[src/rtl/gaussian_stage.sv]
// gaussian_stage: 5-tap [1 4 6 4 1]/16 horizontal blur with per-row zero padding and an output FIFO.
// Define GAUSS_BYPASS_EN to add a bypass port that passes the centre tap through unfiltered.
module gaussian_stage #(
  parameter int DATA_W = 8,
  parameter int IMG_W = 400,
  parameter int FIFO_DEPTH = 512
) (
  input  logic                          clk,
  input  logic                          rst,
`ifdef GAUSS_BYPASS_EN
  input  logic                          bypass,
`endif
  input  logic                          in_valid,
  input  logic [DATA_W-1:0]             in_data,
  output logic                          in_rd_en,
  input  logic                          out_rd_en,
  output logic [DATA_W-1:0]             out_data,
  output logic                          out_valid,
  output logic                          out_empty,
  output logic [$clog2(FIFO_DEPTH):0]   out_count
);
  localparam int CW = $clog2(IMG_W);
  localparam int AW = $clog2(FIFO_DEPTH);
  localparam int SW = DATA_W + 4;
  typedef enum logic {S_RUN, S_PAD} state_t;
  state_t state, state_d;
  logic [CW-1:0] col, col_d;
  logic pad, pad_d, shift, prime, room, byp, v0, b0, v1, wr, rd;
  logic [DATA_W-1:0] taps [5];
  logic [DATA_W-1:0] mem [FIFO_DEPTH];
  logic [SW-1:0] sum, sum_r, rnd;
  logic [AW-1:0] wptr, rptr;
`ifdef GAUSS_BYPASS_EN
  assign byp = bypass;
`else
  assign byp = 1'b0;
`endif
  // three entries of slack absorb the shifts still travelling down the pipeline
  assign room = out_count <= (AW+1)'(FIFO_DEPTH - 3);
  assign prime = state == S_RUN && col < CW'(2);
  assign sum = SW'(taps[0]) + SW'(taps[4]) + (SW'(taps[1]) << 2) + (SW'(taps[3]) << 2)
             + (SW'(taps[2]) << 2) + (SW'(taps[2]) << 1);
  assign rnd = sum_r + SW'(8);
  assign wr = v1;
  assign out_empty = out_count == '0;
  assign rd = out_rd_en & ~out_empty;
  always_comb begin
    state_d = state;
    col_d = col;
    pad_d = pad;
    in_rd_en = 1'b0;
    shift = 1'b0;
    if (state == S_RUN) begin
      in_rd_en = in_valid & room & ~rst;
      shift = in_rd_en;
      if (shift) begin
        col_d = (col == CW'(IMG_W - 1)) ? '0 : col + CW'(1);
        state_d = (col == CW'(IMG_W - 1)) ? S_PAD : S_RUN;
      end
    end else if (room) begin
      shift = 1'b1;
      pad_d = ~pad;
      state_d = pad ? S_RUN : S_PAD;
    end
  end
  always_ff @(posedge clk or posedge rst)
    if (rst) begin
      state <= S_RUN;
      col <= '0;
      pad <= 1'b0;
      v0 <= 1'b0;
      b0 <= 1'b0;
      v1 <= 1'b0;
      sum_r <= '0;
      for (int i = 0; i < 5; i++) taps[i] <= '0;
    end else begin
      state <= state_d;
      col <= col_d;
      pad <= pad_d;
      v0 <= shift & ~prime;
      v1 <= v0;
      // bypass folds the centre tap into the sum so rounding recovers it exactly
      sum_r <= b0 ? SW'(taps[2]) << 4 : sum;
      if (shift) begin
        b0 <= byp;
        for (int i = 0; i < 4; i++) taps[i] <= taps[i+1];
        taps[4] <= state == S_RUN ? in_data : '0;
      end
    end
  always_ff @(posedge clk or posedge rst)
    if (rst) begin
      wptr <= '0;
      rptr <= '0;
      out_count <= '0;
      out_valid <= 1'b0;
      out_data <= '0;
    end else begin
      if (wr) wptr <= wptr + AW'(1);
      if (rd) begin
        rptr <= rptr + AW'(1);
        out_data <= mem[rptr];
      end
      out_valid <= rd;
      out_count <= out_count + (AW+1)'(wr) - (AW+1)'(rd);
    end
  always_ff @(posedge clk)
    if (wr) mem[wptr] <= rnd[SW-1:4];
endmodule
[config.mk]
export PLATFORM = sky130hd
export DESIGN_NAME = gaussian_stage
export DESIGN_NICKNAME = d
export VERILOG_FILES = /design/src/rtl/gaussian_stage.sv
export SDC_FILE = /design/constraint.sdc
export NUM_CORES = 2
export LEC_CHECK = 0
export BUFFER_PORTS_ARGS = -buffer_cell sky130_fd_sc_hd__buf_2
export CELL_PAD_IN_SITES_DETAIL_PLACEMENT = 0
export CELL_PAD_IN_SITES_GLOBAL_PLACEMENT = 1
export CORE_MARGIN = 3
export CORE_UTILIZATION = 61
export CTS_CLUSTER_SIZE = 25
export DETAILED_ROUTE_END_ITERATION = 7
export MAX_ROUTING_LAYER = met4
export PLACE_DENSITY = 0.95
export SYNTH_ARGS = -nofsm -noshare
export SYNTH_HDL_FRONTEND = slang
export SYNTH_SLANG_ARGS = --single-unit
[constraint.sdc]
create_clock -name clk -period 54.6 [get_ports clk]
set_input_delay 5.46 -clock clk [delete_from_list [all_inputs] [get_ports clk]]
set_output_delay 5.46 -clock clk [all_outputs]
set_load 0.1 [all_outputs]
Yosys cells after proc, flatten, opt, wreduce, memory -nomap -nowiden
Memory sizes are Yosys's and may differ from the RTL's. A register that Yosys moved wholly into a read port is not among the register bits.
Cells that the tools add are included.

operators by class
  add/sub/neg operators = 11
  $lt $le $gt $ge = 2
  eq/ne operators = 1
  mux-type cells = 12
  bitwise gates (word level) = 9
  reduce and logical (&&, ||, !) cells = 4

operator list
  kind                                                              number
  adder 9 x 1 -> 9 bit (second input constant)                      3
  adder 11 x 10 -> 12 bit                                           1
  adder 12 x 10 -> 12 bit                                           1
  adder 12 x 4 -> 12 bit (second input constant)                    1
  adder 12 x 9 -> 12 bit                                            1
  adder 9 x 10 -> 11 bit                                            1
  adder 10 x 1 -> 10 bit                                            1
  less-or-equal comparator 10 x 9 -> 1 bit (second input constant)  1
  logical NOT 10 bit                                                1
  two-way mux 1 bit                                                 10
  subtractor 10 x 1 -> 10 bit                                       1
  adder 8 x 8 -> 9 bit                                              1
  equality test 9 bit (second input constant)                       1
  less-than comparator 9 x 2 -> 1 bit (second input constant)       1
  two-way mux 9 bit                                                 1
  two-way mux 8 bit                                                 1
  inverter 1 bit                                                    5
  bitwise AND 1 bit                                                 4
  AND reduction 2 bit                                               2
  logical AND 1 bit                                                 1

word-level totals
  register bits = 94
  bits in writable memories = 4,096
  input bits = 12
  word-level logic and storage cells = 55
  memories = 1

memory list
  name  depth  width  rd ports  clocked after memory_dff  wr ports  line  source
  mem   512    8      1         1                         1         30    logic [DATA_W-1:0] mem [FIFO_DEPTH];

Depth between registers and ports, before layout
  depth in word-level cells = 5
  gate-level depth with buffers = 17

Least setup slack after synthesis
Ideal clock, no wire load.

  path type = register to register
  start = register sum_r[5]
  end = memory mem[0][7] (data pin)
  setup time = 3,094 ps
  arrival = 15,229 ps
  path slack = 36,276 ps
  stages on the path, launching flop included = 5
  period minus slack after synthesis = 18,324 ps
  path through = dfrtp_1 -> and3_1 -> and2_1 -> nand4_1 -> xnor2_1

on the way
  word-level cells in the longest chain between the ends = 1

ends and longest elaborated chain
  element                 line  source
  start, declared         31    logic [SW-1:0] sum, sum_r, rnd;
  start signal, assigned  83    sum_r <= b0 ? SW'(taps[2]) << 4 : sum;
  adder 12 x 4 -> 12 bit  43    assign rnd = sum_r + SW'(8);
  via rnd[11]             31
  end, declared           30

The timed path passes the listed nets, and every way through them passes these cells.

Worst setup path after layout
  start = input port rst
  end = output port in_rd_en

on the way
  word-level cells in the longest chain between the ends = 3

ends and longest elaborated chain
  element            line  source
  start, declared    9     input logic rst,
  inverter 1 bit     54    in_rd_en = in_valid & room & ~rst;
  bitwise AND 1 bit  54
  two-way mux 1 bit  53    if (state == S_RUN) begin
  end, declared      15    output logic in_rd_en,

No other way between the ends.

==> impl_metrics.ini <==
[timing]
fin_setup_tns_ps = 0
tightest_slew_ps = 1520
max_freq_mhz = 82.0
finalSetupViolCount = 0
timing.hold.ws_ps = 438
worst_slack_ps = 42410
layout_min_cycle_time_ps = 12190
finalMaxSlewViolations = 5
period_share_pct = 22.3
rsz0062_at_grt = no
hold_violations = 0
skew_ps = 84.9
relSlewSlack_pct = -1.30

[global_route]
grtUsageTotal_pct = 36.1
antenna_found_initial = 41
grt_max_degree = 232
grt.overflow.total = 0
grt_first_pass_wirelength_mm = 684
grt_pass1_vias = 90800

[power_and_ir_drop]
p_sw_mw = 3.87
comb_power_share_pct = 34.1
p_total_mw = 10.8
power.internal_mw = 6.94
seq_power_share_pct = 40.1
ir_drop_mv = 0.0726
clkPwrFrac_pct = 25.8
netSwitchingFraction_pct = 35.8
leakagePower_nw = 57.2
powerDensity_mw_per_mm2 = 59.7

[placed_design]
io_buffers = 32
finalWeightedCongestion = 0.920
dp_hpwl_mm = 254
place_worst_setup_slack_ps = 42410

[critical_path]
path_cells = buf_2 > nor2_1 > nand2_1 > a221oi_2 > buf_4 > buf_2
cp-end-kind = output port
crit_arrival_ps = 6730
crit_fanout = 17
crit_top_cell = buf_2
critPathSlowestCell = buf_2
crit_required_ps = 49140
critPathMaxStageDelay_ps = 460
start_kind = input pin
path_class = in -> out

[detailed_routing]
avgViaCountPerCell = 7.52
num_vias = 90500
drtPass1Iterations = 8
drt-wirelength-per-cell_um = 40.2
drc = 74
first_iter_violations = 17400
finalWirelength_mm = 484
drtAntennaViolNets = 0

[logic_synthesis]
ys_ff_latch = 4195
synth.top_cell.area_share_pct = 74.8
synth_commonest_cells = edfxtp_1 (4096), mux4_2 (926), nor2_1 (592)
syn-instance-count = 7987
synthMostInstantiatedCell = edfxtp_1
synth-main-ff-cell = edfxtp_1
syn-num-nets = 8065
yosysWarnings = 0
syn_area_mm2 = 0.164
synth_edf_count = 4096
synthArstFlopShare_pct = 2.36
synth_area_leaders = edfxtp_1 (75%), mux4_2 (13%), mux2i_1 (1.9%)
ys_types = 88
syn_area_per_cell_um2 = 20.6
synth_top_cell_by_area = edfxtp_1
ys_seq_area_share_pct = 76.3

[layout]
drive_gt1_share_pct = 21.6
nNetsFinal = 8181
fin_util_pct = 67.5
num-fill-cells = 14900
syn_to_final_growth_pct = 10.1

[floorplan]
initial_core_util_pct = 61.3
dieArea_mm2 = 0.276
rows = 190
dieWidth_um = 525
io_pins = 33
core_mm2 = 0.268
die_h_um = 525

[clocking]
clockBufferDepth = 4
cts_tree = yes
cts_sinks = 4195
cts_made_buffers = 403
insertion_delay_ps = 1030
cts-root-buf = clkbuf_16
cts_resized = 0
clk_pin_slew_worst_paths_ps = 70
htree_num_levels = 5
ctsHoldBuffers = 0
post_cts_buffers = 0

[run]
cap_violations = 1

[outcome]
violations = DRC, capacitance limit, slew limit
status = complete, but fails checks

[hold_path]
hold_path_class = reg -> reg
[power groups by stage]
stage / registers [mW] / clock network [mW] / logic [mW]
2_1_floorplan: 4.95 / 0 / 2.14
3_3_place_gp: 4.38 / 0 / 3.28
3_5_place_dp: 4.39 / 0 / 3.41
4_1_cts: 4.33 / 2.77 / 3.53
5_1_grt: 4.33 / 2.89 / 3.74
6_report: 4.34 / 2.79 / 3.68
[state kept, by name (all words and copies together), names as in the netlist]
signal / count
out_count: 10
sum_r: 9
pad: 1
col: 9
out_valid: 1
state: 1
taps: 40
v0: 1
out_data: 8
v1: 1
rptr: 9
wptr: 9
mem: 4096
[logic make-up (layout without fill, tap and decap cells)]
group                    Yosys count  after routing  share of synthesized area (%)
other                              0             81                              0
adder cells (fa/ha/maj)           66             66                          0.639
AO/OA/AOI/OAI                    717            717                           3.11
buffers and inverters            571            991                           1.92
XOR/XNOR                          41             41                          0.218
multiplexers                    1306           1306                           15.0
AND/OR/NAND/NOR                 1091           1091                           2.79
flip-flops                      4195           4195                           76.3
[worst paths after layout]
check	from	end	slack, ps	cells past startpoint
max in group asynchronous	rst	rptr[1]	48560	3
min in group asynchronous	rst	taps[4]	4500	2
worst min-delay path	v0	v1	440	0
worst min register to register	v0	v1	440	0
worst max register to register	rptr[0]	out_data[0]	47490	11
worst max-delay path	rst	in_rd_en	42410	6
[placed cells by master, fill, tap and decap left out, types with 36 or more instances in the layout]
cell / netlist / layout
mux4_2: 926 / 926
bufinv_16: 0 / 43
nor3_1: 37 / 36
clkbuf_1: 191 / 63
edfxtp_1: 4096 / 4096
clkbuf_16: 0 / 407
diode_2: 0 / 81
a21oi_1: 108 / 107
inv_1: 79 / 77
clkinv_1: 3 / 90
o221ai_1: 67 / 67
mux2i_1: 320 / 320
buf_4: 69 / 147
dfrtp_1: 99 / 92
o21ai_0: 98 / 98
a221oi_1: 59 / 58
nand2_1: 285 / 269
mux2_2: 60 / 60
nor2_1: 592 / 587
a22oi_1: 66 / 66
clkinv_2: 0 / 76
nand3_1: 50 / 49
o22ai_1: 78 / 78
[metal layers]
layer  routed length (um)  vias up  part of all wire, %  global-route usage, %
met4                38200        0                  7.9                   22.7
met2               222000     9532                   46                   52.2
met5                    0        -                    0                      -
li1                     -    33200                    -                      -
met3                77100     2355                   16                   12.6
met1               146000    45400                   30                   43.8
[metrics by stage]
stage                     area (um^2)  cells
after detailed placement       168000  11300
after floorplan                164000   7987
after CTS                      181000  12000
after global placement         168000  11300
final                          181000  12000
after global routing           181000  12000
[layout make-up]
cell class                 instances  area, um^2  share of cell area (%)
antenna                           81         203                   0.112
timing repair buffer             198        1640                   0.908
clock buffer                     474       10500                    5.79
tap                             3552        4440                    2.46
inverter                          84         332                   0.183
multi-input combinational       3221       36100                    20.0
clock inverter                   235        2270                    1.25
sequential                      4195      125000                    69.3
[worst max-delay path: cells and delay by family]
| family | cells | cell delay (ps) |
|---|---|---|
| buf+inv | 3 | 850 |
| simple gates | 2 | 220 |
| compound gates | 1 | 180 |
Power figures use the tool's default switching activity.
